<file path="src/rtl/clk_burst_ctrl.sv">
// clk_burst_ctrl
//   Programmable clock-burst generator. Drives a square wave on clk_out whose
//   level lasts hp = max(half_period,1) cycles of clk. It emits num_toggles
//   transitions and then pulses done. A stop request in RUN aborts the burst.
//
//   Optional feature macro: CLKGEN_FREE_RUN_EN
//     defined   : num_toggles==0 runs free until stop (toggles_left stays 0)
//     undefined : num_toggles==0 goes straight to DONE with no transition
//
// Ports
//   clk           in   system clock, rising edge
//   rst           in   synchronous active-high reset
//   start         in   burst request, sampled in IDLE only
//   stop          in   abort request, effective in RUN only
//   half_period   in   [CNT_W] clk cycles per clk_out level (0 treated as 1)
//   num_toggles   in   [TGL_W] clk_out transitions to emit
//   clk_out       out  generated waveform (registered)
//   busy          out  high while in RUN
//   done          out  one-cycle completion pulse (DONE state)
//   aborted       out  last burst ended through stop
//   toggles_left  out  [TGL_W] remaining transitions
//
// state | meaning
// ------+-----------------------------------------------------------
// IDLE  | waiting for start, clk_out held low
// RUN   | counting half-periods, toggling clk_out
// DONE  | one-cycle completion, clk_out holds its final level

module clk_burst_ctrl #(
    parameter int CNT_W = 16,
    parameter int TGL_W = 8
) (
    input  logic             clk,
    input  logic             rst,
    input  logic             start,
    input  logic             stop,
    input  logic [CNT_W-1:0] half_period,
    input  logic [TGL_W-1:0] num_toggles,
    output logic             clk_out,
    output logic             busy,
    output logic             done,
    output logic             aborted,
    output logic [TGL_W-1:0] toggles_left
);

    typedef enum logic [1:0] {
        ST_IDLE = 2'd0,
        ST_RUN  = 2'd1,
        ST_DONE = 2'd2
    } state_t;

    state_t           state;
    logic [CNT_W-1:0] hp;
    logic [CNT_W-1:0] cnt;
    logic [CNT_W-1:0] hp_last;
    logic             free_run;
    logic             last_toggle;

    assign hp_last     = hp - CNT_W'(1);
    assign last_toggle = (toggles_left == TGL_W'(1));

    // A burst that is still in RUN with nothing left to count can only be a
    // free-running one; a counted burst leaves RUN on its final transition.
`ifdef CLKGEN_FREE_RUN_EN
    assign free_run = (toggles_left == '0);
`else
    assign free_run = 1'b0;
`endif

    always_ff @(posedge clk) begin
        if (rst) begin
            state        <= ST_IDLE;
            hp           <= CNT_W'(1);
            cnt          <= '0;
            clk_out      <= 1'b0;
            busy         <= 1'b0;
            done         <= 1'b0;
            aborted      <= 1'b0;
            toggles_left <= '0;
        end else begin
            case (state)
                ST_IDLE: begin
                    clk_out <= 1'b0;
                    busy    <= 1'b0;
                    done    <= 1'b0;
                    if (start) begin
                        hp           <= (half_period == '0) ? CNT_W'(1) : half_period;
                        toggles_left <= num_toggles;
                        cnt          <= '0;
                        aborted      <= 1'b0;
`ifdef CLKGEN_FREE_RUN_EN
                        state <= ST_RUN;
                        busy  <= 1'b1;
`else
                        if (num_toggles == '0) begin
                            state <= ST_DONE;
                            done  <= 1'b1;
                        end else begin
                            state <= ST_RUN;
                            busy  <= 1'b1;
                        end
`endif
                    end
                end

                ST_RUN: begin
                    if (stop) begin
                        // abort wins over a toggle due on the same edge
                        state   <= ST_DONE;
                        busy    <= 1'b0;
                        done    <= 1'b1;
                        aborted <= 1'b1;
                    end else if (cnt == hp_last) begin
                        clk_out <= ~clk_out;
                        cnt     <= '0;
                        if (!free_run) begin
                            toggles_left <= toggles_left - TGL_W'(1);
                            if (last_toggle) begin
                                state <= ST_DONE;
                                busy  <= 1'b0;
                                done  <= 1'b1;
                            end
                        end
                    end else begin
                        cnt <= cnt + CNT_W'(1);
                    end
                end

                ST_DONE: begin
                    state   <= ST_IDLE;
                    done    <= 1'b0;
                    busy    <= 1'b0;
                    clk_out <= 1'b0;
                end

                default: begin
                    state   <= ST_IDLE;
                    clk_out <= 1'b0;
                    busy    <= 1'b0;
                    done    <= 1'b0;
                end
            endcase
        end
    end

endmodule
</file>
<file path="config.mk">
export PLATFORM = sky130hd
export DESIGN_NAME = clk_burst_ctrl
export DESIGN_NICKNAME = d
export VERILOG_FILES = /design/src/rtl/clk_burst_ctrl.sv
export SDC_FILE = /design/constraint.sdc
export NUM_CORES = 1
export LEC_CHECK = 0
export CELL_PAD_IN_SITES_DETAIL_PLACEMENT = 1
export CELL_PAD_IN_SITES_GLOBAL_PLACEMENT = 1
export CORE_MARGIN = 2
export CORE_UTILIZATION = 36
export DETAILED_ROUTE_END_ITERATION = 7
export PLACE_DENSITY_LB_ADDON = 0.3
export SETUP_SLACK_MARGIN = 0.1
export SLEW_MARGIN = 40
export SYNTH_ARGS = -nofsm -noshare
export SYNTH_HDL_FRONTEND = slang
export SYNTH_SLANG_ARGS = --single-unit
</file>
<file path="constraint.sdc">
create_clock -name clk -period 2.7 [get_ports clk]
set_clock_uncertainty 0.15 [all_clocks]
set_input_delay 0.405 -clock clk [delete_from_list [all_inputs] [get_ports clk]]
set_output_delay 0.405 -clock clk [all_outputs]
set_load 0.02 [all_outputs]
</file>
; Word-level counts from Yosys, hierarchy flattened
; Cells that the tools add are included.
[totals]
word_cells = 65
input_bits = 28
regBits = 46
[classes]
reduce_logical = 12
mux = 30
eq_ne = 9
n_bitwise = 3
n_addsub = 3
[ops]
columns = operator, n
row1 = $mux 16, 4
row2 = $pmux 16 s2, 1
row3 = $mux 8, 3
row4 = $add 16x1->16 const B, 1
row5 = $eq 16x16->1, 1
row6 = $logic_not 16->1, 1
row7 = $pmux 8 s2, 1
row8 = $sub 16x1->16 const B, 1
row9 = $mux 1, 12
row10 = $mux 2, 5
row11 = $reduce_and 3->1, 3
row12 = $eq 8x1->1 const B, 1
row13 = $logic_not 8->1, 1
row14 = $ne 2x2->1 const B, 4
row15 = $sub 8x1->8 const B, 1
row16 = $ne 3x3->1 const B, 2
row17 = $pmux 1 s2, 3
row18 = $reduce_and 2->1, 3
row19 = $pmux 2 s2, 1
row20 = $reduce_and 4->1, 1
row21 = $not 1->1, 3
row22 = $eq 2x1->1 const B, 1
row23 = $logic_not 2->1, 1
row24 = $reduce_bool 2->1, 1
row25 = $reduce_or 2->1, 1

; Depth between registers and ports, before layout
[depth]
word_depth = 5
ltp_mapped = 10
mapped_depth_nobuf = 9

; Least setup slack after synthesis
; OpenSTA, ideal clock, no wires.
[synth_timing]
path_type = reg-to-reg
start = register hp[3]
end = register busy
required_time_ps = 2434
n_path_buf = 1
setup_slack_ps = -233
arrival_ps = 2667
path_stages_with_launch = 9
setup_ps = 116
path_cell_list = dfxtp_1 > buf_6 > or4_4 > a222oi_1 > o21ai_1 > a311o_1 > or4_4 > or3_1 > a31o_2
[synth_between]
elab_chain_len = 4
[synth_lines]
columns = element, line_no
row1 = from (decl), 53  ; logic [CNT_W-1:0] hp;
row2 = from (signal assigned), 87  ; hp <= (half_period == '0) ? CNT_W'(1) : half_period;
row3 = $sub 16x1->16, 59  ; assign hp_last = hp - CNT_W'(1);
row4 = $eq 16x16->1, 113  ; end else if (cnt == hp_last) begin
row5 = $ne 3x3->1 (no source line), -
row6 = $reduce_and 2->1 (no source line), -
row7 = to (signal assigned), 76  ; busy <= 1'b0;
row8 = to (signal assigned), 110  ; busy <= 1'b0;
row9 = to (signal assigned), 120  ; busy <= 1'b0;
row10 = to (decl), 40  ; output logic busy,
; No other way between the ends.
; A chain may end at the register's enable or synchronous reset.

; Final worst setup path
[layout_timing]
start = register hp[4]
end = register clk_out
[layout_between]
elab_chain_len = 3
[layout_lines]
columns = element, line_no
row1 = $sub 16x1->16, 59
row2 = $eq 16x16->1, 113
row3 = $reduce_and 2->1 (no source line), -
row4 = to (signal assigned), 114  ; clk_out <= ~clk_out;
row5 = to (decl), 39  ; output logic clk_out,
; No other way between the ends.

==> metrics.cfg <==
[yosys]
synth_most_common_cell=nand2_1
postSynthCellCount=358
synth.top_cell.area_share=0.332
synth_seq_cells=46
ys_top_cells_by_count=60 x nand2_1, 46 x dfxtp_1, 27 x a21oi_1, 24 x nor2_1, 19 x a211oi_1
synth_area_sq_um=2780
synth.lib_cells_used.distinct=55
ys_top_cells_by_area=dfxtp_1 33%, nand2_1 8.1%, a211oi_1 5.1%
async_reset_ff_frac=0
ys.flop_type=dfxtp_1
synth_fp_nets=390
seq_area_frac_synth=0.332
syn_warnings=0
syn_avg_cell_area_sq_um=7.76
synth-edff-count=0
post-synth-top-area-cell=dfxtp_1

[clocking]
tritoncts.num_buffers=5
ctsRootBufferMaster=clkbuf_8
htree_levels=2
clkLatencyLatePin_ns=0.31
clock-sinks=46
cts_tree=yes
cts_buffer_depth=2
path_clk_slew_ns=0.09

[layout]
postLayoutCellArea_sq_um=3920
fraction_of_final_layout_cells_with_drive_strength_greater_than_1=0.229
fillCellCount=938
nets=473
finalCoreUtilization=0.516
layout.cells.non_filler=544
antenna_cells_inserted=0
area_delta_synth_final_pct=41.2

[run_status]
run_status=finished with violations
violations=negative setup slack

[floorplan]
die_area_sq_um=8430
design.portCount=40
floorplan.rows=32
coreArea_sq_um=7610
die_h_um=91.8
initial_utilization=0.365
fp.dieW_um=91.8

[setup_path]
timing.critical_path.from_type=flop
cp_data_arrival_time_ns=3.10
worstReg2RegStart=hp[4]
worst-path-max-fanout=6
endpoint_kind=flop
source_of_the_critical_timing_path=hp[4]
r2r_cells=7
worst_ep_required_time_ns=2.78
timing_worst_setup_path_type=flop to flop

[sta]
grt_setup_unrepaired=yes
fin_ws_ns=-0.329
maxSlewViolCount=0
report.final.setup_viol=29
worst-slew-pin-transition_ns=0.651
post-route-period-util=1.12
slew_headroom=0.562
finalWorstPathRequiredPeriod_ns=3.03
hold_violations=0
fmax_mhz=330
fin_tns_setup_ns=-6.21

[placement]
placedCellCount=525
place_congestion=0.836
port_buffers=39
post_dp_cell_area_sq_um=3580
dpl.hpwl_um=6460
post-place-ws_ns=-0.319

[worst_hold_path]
hold_depth=2
timing.hold.worst.start=toggles_left[4]
hold_path.class=flop to flop

[detailed_routing]
via_count=3002
ant_nets=0
drt_drc_violations_left=0
initialDrtViolationCount=133
routed_wl_um=9390
routed_wire_length_per_instance_um=17.3
via_per_instance_ratio=5.52
drt_pass1_iterations=4

[global_routing]
globalRoute.totalOverflow=0
grt_pass1_wl_um=15600
maximum_number_of_pins_on_one_net_before_global_route_repair=37
global_route.usage.total=0.230
first_global_vias=3120
grt_antenna_before_repair=0

[pwr]
power-per-cell-area_nw_per_um2=570
power_leakage_nw=1.45
ir_drop_uv=361

[flow_run]
max_cap_viol_count=0

## cells in the final DEF, fill, tap and decap left out, types with 3 or more instances in the layout
cell type        Yosys  routed
a21oi_1             27      27
xnor2_1             16      16
a211oi_1            19      18
nor4_1              11       7
o2bb2ai_2            0       3
a31o_2               3       3
dfxtp_1             46      43
inv_1                9       9
o21ai_1              3       3
o21ai_0              4       3
or3_1                5       4
o211ai_1             4       4
dfxtp_2              0       3
nand4_1              4       4
nand3_1             16      16
nand2b_1             4       4
xor2_1              13      13
nand4b_1             3       3
buf_6                2       6
nor3_1              12      10
ha_1                 4       4
clkdlybuf4s50_1      0      39
clkbuf_8             0       6
nor4_2               0       4
or4_4                2       3
nand2_1             60      60
buf_4                0      52
nor2_1              24      24
## layer usage
| metal | wire [um] | up-vias | share of wire | global-route usage |
|---|---|---|---|---|
| met5 | 0 | - | 0 | 0 |
| met4 | 123 | 0 | 0.013 | 0.0560 |
| met3 | 342 | 12 | 0.036 | 0.0386 |
| li1 | - | 1471 | - | - |
| met2 | 4510 | 62 | 0.48 | 0.380 |
| met1 | 4410 | 1457 | 0.47 | 0.314 |
## what timing repair did
| item | 4_1_cts | 5_1_grt |
|---|---|---|
| buffers inserted | 5 | 3 |
| pin swaps | 10 | 8 |
| hold buffers | 0 | 0 |
| gates resized for setup | 28 | 11 |
| setup endpoints to repair | 29 | 29 |
| cloned | 3 | 0 |
## flip-flops by register name (all words and copies together) (netlist names)
register / cells
hp: 16
aborted: 1
clk_out: 1
state: 2
toggles_left: 8
done: 1
cnt: 16
busy: 1
## final timing paths
kind / to / slack, ns
worst max register to register: clk_out / -0.33
worst min-delay path: toggles_left[4] / 0.32
worst max-delay path: clk_out / -0.33
worst min register to register: toggles_left[4] / 0.32
## where the power goes
part           switching [mW]  internal [mW]
logic                   0.531          0.459
registers              0.0623          0.736
clock network           0.240          0.207
## cell type report
cell class	count	area, sq um	area share
multi-input cells	281	1880	0.480
flip-flops and latches	46	925	0.236
repair buffers	98	863	0.220
well taps	102	128	0.0325
clock buffers	7	86.3	0.0220
inverters	9	33.8	0.00861
clock inverters	1	5.00	0.00128
## worst max-delay path: stages (launching register included)
cell      delay (ns)
dfxtp_2         0.36
or4_4           0.52
a222oi_1        0.31
o21ai_1         0.12
a311o_1         0.31
or4_4           0.49
or4_4           0.44
a211oi_2        0.25
## per-stage QoR
step | total power, mW | hold WS [ns]
CTS | 2.17 | 0.324
detailed placement | 1.61 | 0.309
global placement | 1.59 | 0.307
global route | 2.37 | 0.359
finish | 2.24 | 0.325
floorplan | 1.28 | 0.299
## cells by family (layout without fill, tap and decap cells)
| logic type | count (synthesis) | in the layout | synth area share |
|---|---|---|---|
| fa+ha+maj | 4 | 4 | 0.0180 |
| mux | 3 | 3 | 0.0117 |
| buf+inv | 31 | 115 | 0.0486 |
| flops | 46 | 46 | 0.332 |
| simple gates | 161 | 161 | 0.292 |
| xor+xnor | 29 | 29 | 0.0914 |
| compound gates | 84 | 84 | 0.206 |
No activity file was read; power rests on OpenSTA's default activity.
